--- src/rtl/cga_video_pkg.sv ---
// Shared CGA video definitions: IRGB bit positions, BGR pixel layout,
// pending-write states and the default CGA palette.
package cga_video_pkg;

    localparam int I_BIT = 3;
    localparam int R_BIT = 2;
    localparam int G_BIT = 1;
    localparam int B_BIT = 0;

    localparam int PAL_N = 16;
    localparam logic [3:0] BROWN_IDX = 4'd6;

    // Packed as {B[17:12], G[11:6], R[5:0]}
    typedef struct packed {
        logic [5:0] b;
        logic [5:0] g;
        logic [5:0] r;
    } bgr_t;

    typedef enum logic [1:0] {
        WR_IDLE,
        WR_PEND,
        WR_COMMIT
    } wr_state_t;

    function automatic bgr_t default_pal(
        input logic [3:0] idx,
        input logic [5:0] base,
        input logic [5:0] bright
    );
        bgr_t c;
        logic [5:0] add;
        add = idx[I_BIT] ? bright : 6'h00;
        c.r = (idx[R_BIT] ? base : 6'h00) + add;
        c.g = (idx[G_BIT] ? base : 6'h00) + add;
        c.b = (idx[B_BIT] ? base : 6'h00) + add;
        // Dark yellow is shown as brown on real CGA monitors
        if (idx == BROWN_IDX) begin
            c.r = base;
            c.g = bright;
            c.b = 6'h00;
        end
        return c;
    endfunction

endpackage

--- src/rtl/cga_palette_ram.sv ---
// 16x18 palette register file: one write port, one async read port,
// synchronous reload of the CGA defaults on reset.
import cga_video_pkg::*;

module cga_palette_ram #(
    parameter logic [5:0] BRIGHT_LVL = 6'h15,
    parameter logic [5:0] BASE_LVL   = 6'h2A
) (
    input  logic        clk,
    input  logic        reset_n,
    input  logic        we,
    input  logic [3:0]  waddr,
    input  logic [17:0] wdata,
    input  logic [3:0]  raddr,
    output logic [17:0] rdata
);

    logic [17:0] mem [PAL_N];

    always_ff @(posedge clk) begin
        if (!reset_n) begin
            for (int i = 0; i < PAL_N; i++) begin
                mem[i] <= default_pal(4'(i), BASE_LVL, BRIGHT_LVL);
            end
        end else if (we) begin
            mem[waddr] <= wdata;
        end
    end

    assign rdata = mem[raddr];

endmodule

--- src/rtl/cga_irgb_palette.sv ---
// CGA IRGB to 18-bit VGA DAC expander: 2-stage pixel pipeline with
// matched sync/de delay and optionally vsync-deferred palette writes.
import cga_video_pkg::*;

module cga_irgb_palette #(
    parameter bit         SAFE_WRITE = 1'b1,
    parameter logic [5:0] BRIGHT_LVL = 6'h15,
    parameter logic [5:0] BASE_LVL   = 6'h2A
) (
    input  logic        clk,
    input  logic        reset_n,
    input  logic        pix_ce,
    input  logic [3:0]  video,
    input  logic        de_in,
    input  logic        hsync_in,
    input  logic        vsync_in,
    input  logic        pal_we,
    input  logic [3:0]  pal_addr,
    input  logic [17:0] pal_data,
    output logic        pal_busy,
    output logic [17:0] bgr,
    output logic        de_out,
    output logic        hsync_out,
    output logic        vsync_out
);

    wr_state_t   state;
    logic [3:0]  pend_addr;
    logic [17:0] pend_data;

    logic        ram_we;
    logic [3:0]  ram_waddr;
    logic [17:0] ram_wdata;
    logic [17:0] ram_rdata;

    logic [3:0]  s1_video;
    logic        s1_de;
    logic        s1_hs;
    logic        s1_vs;

    always_comb begin
        ram_we    = 1'b0;
        ram_waddr = pal_addr;
        ram_wdata = pal_data;
        if (SAFE_WRITE) begin
            ram_we    = (state == WR_PEND) && vsync_in;
            ram_waddr = pend_addr;
            ram_wdata = pend_data;
        end else begin
            ram_we    = pal_we;
        end
    end

    // Busy is a flop so it changes only on the clock after the event
    always_ff @(posedge clk) begin
        if (!reset_n) begin
            state     <= WR_IDLE;
            pal_busy  <= 1'b0;
            pend_addr <= 4'h0;
            pend_data <= 18'h0;
        end else begin
            unique case (state)
                WR_IDLE: begin
                    if (SAFE_WRITE && pal_we) begin
                        pend_addr <= pal_addr;
                        pend_data <= pal_data;
                        state     <= WR_PEND;
                        pal_busy  <= 1'b1;
                    end
                end
                WR_PEND: begin
                    if (vsync_in) begin
                        state <= WR_COMMIT;
                    end
                end
                WR_COMMIT: begin
                    state    <= WR_IDLE;
                    pal_busy <= 1'b0;
                end
                default: begin
                    state    <= WR_IDLE;
                    pal_busy <= 1'b0;
                end
            endcase
        end
    end

    cga_palette_ram #(
        .BRIGHT_LVL (BRIGHT_LVL),
        .BASE_LVL   (BASE_LVL)
    ) u_ram (
        .clk     (clk),
        .reset_n (reset_n),
        .we      (ram_we),
        .waddr   (ram_waddr),
        .wdata   (ram_wdata),
        .raddr   (s1_video),
        .rdata   (ram_rdata)
    );

    always_ff @(posedge clk) begin
        if (!reset_n) begin
            s1_video  <= 4'h0;
            s1_de     <= 1'b0;
            s1_hs     <= 1'b0;
            s1_vs     <= 1'b0;
            bgr       <= 18'h0;
            de_out    <= 1'b0;
            hsync_out <= 1'b0;
            vsync_out <= 1'b0;
        end else if (pix_ce) begin
            s1_video  <= video;
            s1_de     <= de_in;
            s1_hs     <= hsync_in;
            s1_vs     <= vsync_in;
            bgr       <= s1_de ? ram_rdata : 18'h0;
            de_out    <= s1_de;
            hsync_out <= s1_hs;
            vsync_out <= s1_vs;
        end
    end

endmodule

--- config.mk ---
export PLATFORM = sky130hd
export DESIGN_NAME = cga_irgb_palette
export DESIGN_NICKNAME = d
export VERILOG_FILES = /design/src/rtl/cga_video_pkg.sv /design/src/rtl/cga_palette_ram.sv /design/src/rtl/cga_irgb_palette.sv
export SDC_FILE = /design/constraint.sdc
export NUM_CORES = 1
export LEC_CHECK = 0
export BUFFER_PORTS_ARGS = -buffer_cell sky130_fd_sc_hd__buf_2
export CORE_MARGIN = 3
export CORE_UTILIZATION = 55
export DETAILED_ROUTE_END_ITERATION = 7
export PLACE_DENSITY_LB_ADDON = 0.05
export RECOVER_POWER = 25
export SYNTH_ARGS = -nofsm -noshare
export SYNTH_HDL_FRONTEND = slang
export SYNTH_SLANG_ARGS = --single-unit
--- constraint.sdc ---
create_clock -name clk -period 3.8 [get_ports clk]
set_input_delay 0.57 -clock clk [delete_from_list [all_inputs] [get_ports clk]]
set_output_delay 0.57 -clock clk [all_outputs]
set_load 0.01 [all_outputs]
==> run_results.csv, run 1 <==
group,metric,value,unit
cells_and_area,fillers,1978,
worst_setup_path,path_cells,"and4b_1 -> or3b_1 -> o21ai_0 -> buf_4",
worst_setup_path,critPathBufInv,1,
clock_network,htreeDepth,2,
worst_setup_path,cp-end-kind,"flop",
worst_setup_path,cp.required,4.00,ns
worst_setup_path,crit_path_top_delay_cell,"or3b_1",
cells_and_area,num_antenna_cells,0,
power_and_ir_drop,finalPower,8.50,mW
route,drt_first_iter_violations,1143,
power_and_ir_drop,combPwrFrac,0.052,
clock_network,ctsHoldBuffers,0,
timing,fin_worst_hold_slack,0.297,ns
placed_design,dp_hpwl,23200,um
synth,ys_async_sr_fraction,0,
timing,period_share,0.787,
flow_run,maxCapViolations,0,
run_status,status,"complete, no violations",
placed_design,port_buffers,54,
clock_network,cts_resized,0,
grt,grt_pass1_vias,8959,
timing,finalSetupTns,0,ns
clock_network,cts_tree,"yes",
timing,maxSlewViolCount,0,
synth,netlist_instances,1054,
synth,yosysWarningCount,0,
timing,rsz0062_at_grt,"no",
min_path,hold_path_class,"in -> reg",
route,drtAntennaViolNets,0,
floorplanning,design.core.area,26400,um2
clock_network,clk_path_buf_depth,3,
route,vias,8912,
placed_design,place.gp.congestion,0.822,
timing,final.setup_skew,0.0199,ns
grt,grt_max_degree,59,
floorplanning,initial_utilization,0.567,
clock_network,clkTransAtPathRegs,0.06,ns
synth,ys_ff_latch,345,
cells_and_area,final_util,0.636,
route,post_drt_wl_per_cell,26.4,um
clock_network,cts.sinks,345,
worst_setup_path,cp_top_family,"simple AND/OR/NAND/NOR gates",
power_and_ir_drop,sw_frac_of_total,0.219,
clock_network,insertion_delay,0.53,ns
synth,synth_ff_type,"edfxtp_1",
synth,ys_seq_area_frac,0.653,
grt,antenna_found_initial,3,
cells_and_area,final_nets,1117,
route,drc,0,
synth,synth_area,15000,um2
power_and_ir_drop,power_leakage,5.24,nW
clock_network,cts_buffers,38,
power_and_ir_drop,power_density,506,nW/um2
clock_network,clockRootBuffer,"clkbuf_16",
timing,slew_headroom,0.0647,
cells_and_area,fin_area,16800,um2
worst_setup_path,worstPathArrival,3.19,ns
placed_design,placed_cell_area,15600,um2
route,avgViaCountPerCell,6.15,
power_and_ir_drop,power.switching,1.86,mW
synth,syn_nets,1087,
worst_setup_path,startpoint_type,"flop",
clock_network,post-cts-setup-buffers,0,
timing,fmax,0.334,GHz
floorplanning,die_w,171,um
grt,grt_usage,0.268,
power_and_ir_drop,ir_worst_vdd,0.357,mV
power_and_ir_drop,pwr-share-seq,0.505,
floorplanning,die_area,29300,um2
route,drtPass1Iterations,5,
timing,tightest_slew,1.40,ns
timing,setup-violations-final,0,
synth,synth_area_per_cell,14.2,um2
grt,grt_pass1_wl,57500,um
cells_and_area,drive_gt1_frac,0.191,
floorplanning,rows,59,
timing,hold_viol_final,0,
grt,grt.overflow.total,0,
route,wirelength,38200,um
synth,synth_edf_count,288,
cells_and_area,area_growth,12.2,%
floorplanning,die_y,171,um
worst_setup_path,critPathMaxFanout,31,
power_and_ir_drop,clockPowerShare,0.444,
floorplanning,io_pins,55,
timing,finalCriticalPeriod,2.99,ns
synth,yosysUniqueCellTypes,35,
worst_setup_path,max_stage_delay,0.86,ns
worst_setup_path,path_class,"reg -> reg",
power_and_ir_drop,internal_power,6.64,mW
[layout by cell type, fill, tap and decap left out, types with 20 or more instances in the layout]
master	n
edfxtp_1	288
or3_1	111
and2_1	110
nand2_1	84
mux4_2	55
dfxtp_1	55
mux2i_1	45
clkbuf_16	39
buf_4	35
clkbuf_1	31
buf_2	31
a21boi_0	22
nand2b_1	21
o21ai_0	20
[worst min-delay path, stage by stage]
cell	delay, ns
buf_2	0.09
nand2_1	0.04
a21boi_0	0.06
[final timing paths]
kind,from,end,slack [ns],cells past startpoint
min,pal_data[6],pend_data[6],0.30,3
max reg2reg,state[1],u_ram.mem[12][7],0.81,4
min reg2reg,pal_busy,pal_busy,0.46,2
max,state[1],u_ram.mem[12][7],0.81,4
[layout make-up]
cell class / count / area, um2 / area share
Sequential cell: 345 / 9800 / 0.583
Multi-Input combinational cell: 603 / 4780 / 0.284
Clock buffer: 48 / 1050 / 0.0625
Timing Repair Buffer: 92 / 515 / 0.0307
Tap cell: 335 / 419 / 0.0249
Clock inverter: 21 / 233 / 0.0138
Inverter: 4 / 15.0 / 0.000893
[power by group through the flow]
stage	combinational (mW)	clock, mW	sequential (mW)
floorplan	0.319	0	4.29
global placement	0.443	0	4.36
detailed placement	0.446	0	4.37
CTS	0.448	3.80	4.29
global route	0.475	3.96	4.30
finish	0.441	3.77	4.29
[stage by stage]
stage	cells	setup slack, ns
final	1448	0.809
after global routing	1448	0.658
after CTS	1448	1.22
after detailed placement	1379	0.935
after global placement	1379	0.951
after floorplan	1054	0.441
[cells by family (layout without fill, tap and decap cells)]
family	count (synthesis)	after routing	synth area share
buf+inv	106	165	0.0296
simple gates	397	397	0.150
compound gates	88	88	0.0403
flops	345	345	0.653
mux	118	118	0.126
[registers in the layout, indices dropped and copies added (netlist names), named ones only]
signal	flops
u_ram.mem	288
bgr	18
pend_data	18
pend_addr	4
s1_video	4
state	2
de_out	1
hsync_out	1
pal_busy	1
s1_de	1
s1_hs	1
s1_vs	1
vsync_out	1
[layer usage]
layer  up-vias  global-route usage  part of all wire
li1       3985                   -                 -
met4         0              0.0735             0.024
met2       388               0.398              0.45
met5         -                   0                 0
met1      4482               0.407              0.44
met3        57              0.0543             0.083
[Yosys cell counts, types with 3 or more instances]
| library cell | n | area, um2 |
|---|---|---|
| o21ai_0 | 29 | 145 |
| buf_2 | 14 | 70.1 |
| dfxtp_1 | 57 | 1140 |
| edfxtp_1 | 288 | 8650 |
| a22oi_1 | 18 | 135 |
| nor3_1 | 12 | 60.1 |
| nor2b_1 | 12 | 75.1 |
| mux4_2 | 55 | 1240 |
| inv_1 | 4 | 15.0 |
| mux2_2 | 18 | 203 |
| or3_1 | 111 | 694 |
| clkbuf_1 | 78 | 293 |
| a21boi_0 | 22 | 165 |
| nor2_1 | 12 | 45.0 |
| and2_1 | 121 | 757 |
| mux2i_1 | 45 | 450 |
| nor4_1 | 12 | 75.1 |
| nand2b_1 | 21 | 131 |
| a221oi_1 | 17 | 149 |
| nand2_1 | 84 | 315 |
| buf_1 | 4 | 15.0 |
| buf_4 | 3 | 22.5 |
Power figures use the tool's default switching activity.
==> run 2: changes to the inputs <==
Clock period 3.8 ns to 3 ns, I/O delays scaled along.
==> run 2 against run 1 <==
Core utilization rose by 0.48 points; flip-flop and latch count did not move; power rose by 24%; non-clock buffer count rose by 25; clock skew fell by 0.0072 ns; combinational power rose by 29%; register-to-register slack got worse by 0.22 ns; critical path depth rose by 2; worst hold slack got worse by 0.12 ns; wire length fell by 1.8%; largest power group unchanged.
==> run_results.csv, run 2 (synthesis results as in run 1) <==
group,metric,value,unit
timing,tightest_slew,1.02,ns
placed_design,dp_hpwl,23700,um
placed_design,port_buffers,54,
timing,hold_viol_final,0,
route,vias,9028,
timing,maxSlewViolCount,0,
min_path,hold_path_class,"in -> reg",
clock_network,post-cts-setup-buffers,0,
power_and_ir_drop,power_leakage,5.32,nW
route,drtAntennaViolNets,0,
worst_setup_path,path_class,"reg -> reg",
clock_network,ctsHoldBuffers,0,
floorplanning,die_area,29300,um2
cells_and_area,final_nets,1141,
timing,finalSetupTns,0,ns
cells_and_area,area_growth,13.0,%
clock_network,insertion_delay,0.52,ns
flow_run,maxCapViolations,0,
timing,final.setup_skew,0.0127,ns
floorplanning,rows,59,
floorplanning,die_y,171,um
timing,slew_headroom,0.322,
run_status,status,"complete, no violations",
timing,finalCriticalPeriod,2.41,ns
placed_design,place.gp.congestion,0.801,
route,wirelength,37500,um
grt,grt_pass1_wl,57100,um
power_and_ir_drop,power_density,623,nW/um2
grt,antenna_found_initial,3,
timing,fin_worst_hold_slack,0.182,ns
clock_network,clk_path_buf_depth,3,
timing,setup-violations-final,0,
power_and_ir_drop,finalPower,10.5,mW
worst_setup_path,startpoint_type,"flop",
worst_setup_path,cp-end-kind,"flop",
clock_network,cts_resized,0,
cells_and_area,largest_register,"u_ram.mem",
clock_network,cts_buffers,37,
cells_and_area,final_common_cell,"edfxtp_1",
cells_and_area,biggestRegsByFlops,"u_ram.mem x288, bgr x18, pend_data x18",
worst_setup_path,worstPathArrival,2.60,ns
grt,grt_pass1_vias,9137,
worst_setup_path,crit_path_top_delay_cell,"clkbuf_1",
cells_and_area,num_antenna_cells,0,
placed_design,pre_cts_slack,0.626,ns
floorplanning,io_pins,55,
floorplanning,design.core.area,26400,um2
power_and_ir_drop,ir_worst_vdd,0.472,mV
timing,rsz0062_at_grt,"no",
route,drtPass1Iterations,5,
timing,period_share,0.803,
route,post_drt_wl_per_cell,25.5,um
cells_and_area,drive_gt1_frac,0.202,
worst_setup_path,cp.required,3.19,ns
grt,grt.overflow.total,0,
worst_setup_path,critPathMaxFanout,18,
timing,setup_slack,0.591,ns
clock_network,htreeDepth,2,
clock_network,cts.sinks,345,
floorplanning,initial_utilization,0.567,
cells_and_area,largest_reg_flops,288,
timing,fmax,0.415,GHz
route,drc,0,
worst_setup_path,cp_top_family,"simple AND/OR/NAND/NOR gates",
clock_network,cts_tree,"yes",
worst_setup_path,path_cells,"and4b_1 -> nand3_1 -> nor3_1 -> clkbuf_1 -> nand2b_1 -> buf_4",
floorplanning,die_w,171,um
grt,grt_max_degree,59,
worst_setup_path,critPathBufInv,2,
cells_and_area,final_cell_mix,"edfxtp_1 (288), or3_1 (111), and2_1 (109)",
clock_network,clkTransAtPathRegs,0.06,ns
route,avgViaCountPerCell,6.13,
clock_network,clockRootBuffer,"clkbuf_16",
route,drt_first_iter_violations,1042,
grt,grt_usage,0.266,
worst_setup_path,max_stage_delay,0.55,ns
==> run 2: cell types whose count changed in the layout (fill, tap and decap cells not counted), sizes merged <==
cell	previous run	this run
buf	66	86
clkbuf	74	82
clkinv	15	12
bufinv	5	3
clkinvlp	0	1
==> run 2: power by group <==
| part | internal (mW) | leakage (nW) | total (mW) | switching [mW] |
|---|---|---|---|---|
| Combinational | 0.233 | 1.77 | 0.570 | 0.336 |
| Clock | 2.72 | 0.597 | 4.55 | 1.83 |
| Sequential | 5.28 | 2.95 | 5.43 | 0.147 |
| Total | 8.23 | 5.32 | 10.5 | 2.31 |
==> run 2: worst paths after layout <==
path,from,to,slack (ns),depth (start not counted)
setup / recovery,state[1],u_ram.mem[3][11],0.59,6
hold / removal,pal_data[16],pend_data[16],0.18,3
setup reg to reg,state[1],u_ram.mem[3][11],0.59,6
hold reg to reg,pal_busy,pal_busy,0.45,2
==> run 2: layout make-up <==
cell class                      instances  area, um2
Timing Repair Buffer                  117        711
Inverter                                4       15.0
Clock buffer                           51       1050
Clock inverter                         17        161
Multi-Input combinational cell        603       4780
Tap cell                              335        419
Fill cell                            2006       9490
Sequential cell                       345       9800
==> run 2: per-layer routing <==
layer | global-route usage | vias up | wire (um)
met5 | 0 | - | 13
met4 | 0.0808 | 2 | 1080
met2 | 0.406 | 395 | 17300
met3 | 0.0675 | 76 | 3380
met1 | 0.381 | 4504 | 15800
li1 | - | 4051 | -
==> run 2: metrics by stage <==
step           utilization  area [um2]  std cells
3_5_place_dp         0.597       15800       1404
2_1_floorplan            -       15000       1054
6_report             0.641       16900       1472
5_1_grt              0.641       16900       1472
4_1_cts              0.643       17000       1472
3_3_place_gp         0.597       15800       1404
==> run 2: worst min-delay path: cells and delay by family <==
kind / cells / cell delay, ns
compound gates: 1 / 0.06
buf+inv: 1 / 0.09
simple gates: 1 / 0.04
==> run 3: changes to the inputs <==
Clock period 3 ns to 2.49 ns, I/O delays scaled along.
==> run 3 against run 2 <==
Wire length increased by 3.3%; global-route usage up 0.48 points; clock skew up 0.0054 ns; cell count down 0.14%; maximum frequency increased by 11%; flip-flop and latch count stayed put; non-clock buffer count rose by 1; critical endpoint is now bgr[11]; largest power group unchanged; highest routed layer is now met4.
==> run_results.csv, run 3 (synthesis results as in run 1) <==
group,metric,value,unit
run_status,status,"complete, no violations",
route,wirelength,38800,um
power_and_ir_drop,finalPower,12.8,mW
power_and_ir_drop,sw_frac_of_total,0.218,
flow_run,maxCapViolations,0,
timing,tightest_slew,1.11,ns
clock_network,post-cts-setup-buffers,0,
cells_and_area,final_util,0.646,
cells_and_area,final_cell_mix,"edfxtp_1 (288), and2_1 (115), or3_1 (111)",
timing,period_share,0.871,
route,drtAntennaViolNets,0,
power_and_ir_drop,ir_worst_vdd,0.556,mV
floorplanning,io_pins,55,
cells_and_area,fillers,1952,
clock_network,insertion_delay,0.52,ns
timing,fmax,0.461,GHz
route,dr_wl_met2,17000,um
floorplanning,initial_utilization,0.567,
timing,final.setup_skew,0.0181,ns
grt,grt_pass1_vias,9135,
clock_network,clk_path_buf_depth,3,
cells_and_area,drive_gt1_frac,0.203,
placed_design,place.gp.congestion,0.819,
power_and_ir_drop,clockPowerShare,0.432,
power_and_ir_drop,power.switching,2.79,mW
grt,grt.overflow.total,0,
cells_and_area,largest_register,"u_ram.mem",
route,top_layer,"met4",
timing,maxSlewViolCount,0,
placed_design,dp_hpwl,24300,um
worst_setup_path,cp_top_family,"multiplexers",
worst_setup_path,cp_num_cells,5,
clock_network,cts.sinks,345,
clock_network,htreeDepth,2,
grt,grt_usage,0.270,
timing,finalCriticalPeriod,2.17,ns
floorplanning,design.core.area,26400,um2
worst_setup_path,critPathMaxFanout,21,
route,vias,9147,
grt,grt_pass1_wl,58000,um
cells_and_area,biggestRegsByFlops,"u_ram.mem x288, bgr x18, pend_data x18",
worst_setup_path,crit_end,"bgr[11]",
route,wl_met1,16600,um
clock_network,cts_resized,0,
route,drtPass1Iterations,5,
worst_setup_path,path_class,"reg -> reg",
floorplanning,die_area,29300,um2
worst_setup_path,cp-end-kind,"flop",
power_and_ir_drop,power_leakage,5.38,nW
worst_setup_path,cp.required,2.89,ns
cells_and_area,area_growth,14.0,%
cells_and_area,largest_reg_flops,288,
route,drt_first_iter_violations,964,
clock_network,ctsHoldBuffers,0,
worst_setup_path,path_cells,"buf_4 -> mux4_2 -> mux2_2 -> a22oi_1 -> nand2_1",
floorplanning,die_w,171,um
worst_setup_path,max_stage_delay,0.64,ns
timing,slew_headroom,0.259,
min_path,hold_path_class,"in -> reg",
route,drc,0,
clock_network,cts_buffers,37,
grt,grt_max_degree,68,
worst_setup_path,rr_worst_depth,5,
worst_setup_path,regToRegEndpoint,"bgr[11]",
floorplanning,die_y,171,um
timing,hold_viol_final,0,
power_and_ir_drop,pwr-share-seq,0.510,
clock_network,clkTransAtPathRegs,0.06,ns
clock_network,clockRootBuffer,"clkbuf_16",
cells_and_area,final_nets,1142,
worst_setup_path,critPathBufInv,1,
grt,antenna_found_initial,2,
timing,rsz0062_at_grt,"no",
timing,fin_worst_hold_slack,0.114,ns
cells_and_area,final_common_cell,"edfxtp_1",
worst_setup_path,rrSetupSlack,0.32,ns
placed_design,port_buffers,54,
route,post_drt_wl_per_cell,26.4,um
worst_setup_path,crit_path_top_delay_cell,"dfxtp_4",
route,wl_met3,3840,um
power_and_ir_drop,power_density,750,nW/um2
worst_setup_path,worstPathArrival,2.57,ns
power_and_ir_drop,internal_power,10.0,mW
worst_setup_path,startpoint_type,"flop",
power_and_ir_drop,combPwrFrac,0.058,
route,avgViaCountPerCell,6.22,
floorplanning,rows,59,
timing,setup-violations-final,0,
clock_network,cts_tree,"yes",
run 3: final cells by class:
class	count	area (um2)	area share
Antenna cell	1	2.50	0.000147
Clock inverter	16	200	0.0117
Multi-Input combinational cell	603	4780	0.280
Tap cell	335	419	0.0245
Timing Repair Buffer	118	850	0.0498
Clock buffer	48	1010	0.0590
Inverter	4	15.0	0.000879
Sequential cell	345	9800	0.574
run 3: worst min-delay path by stage:
stage | startpoint | endpoint | cells after the start
floorplan | state[0] | state[0] | 2
global placement | pal_busy | pal_busy | 2
CTS | pal_data[7] | pend_data[7] | 3
detailed placement | pal_busy | pal_busy | 2
global route | pal_data[17] | pend_data[17] | 3
finish | pal_data[7] | pend_data[7] | 3
run 3: worst reg2reg max path: stages, from the launching register on:
cell and delay [ns]:
dfxtp_4 0.64, buf_4 0.28, mux4_2 0.50, mux2_2 0.29, a22oi_1 0.26, nand2_1 0.09
run 3: through the flow:
| stage | setup TNS, ns | worst slack, ns | cells | cell area [um2] |
|---|---|---|---|---|
| floorplan | -13.27 | -0.191 | 1054 | 15000 |
| global placement | 0 | 0.263 | 1405 | 15900 |
| detailed placement | 0 | 0.274 | 1405 | 15900 |
| CTS | 0 | 0.262 | 1469 | 17100 |
| global route | 0 | 0.123 | 1469 | 17100 |
| finish | 0 | 0.321 | 1470 | 17100 |
run 3: power groups by stage:
| stage | combinational, mW | clock [mW] | sequential, mW |
|---|---|---|---|
| floorplan | 0.490 | 0 | 6.54 |
| global placement | 0.742 | 0 | 6.65 |
| detailed placement | 0.750 | 0 | 6.65 |
| CTS | 0.751 | 5.59 | 6.53 |
| global route | 0.797 | 5.81 | 6.55 |
| finish | 0.744 | 5.53 | 6.53 |
run 3: per-layer routing:
layer / vias up / track usage
met2: 416 / 0.399
met3: 69 / 0.0799
met1: 4606 / 0.389
met5: - / 0
met4: 0 / 0.0927
li1: 4056 / -
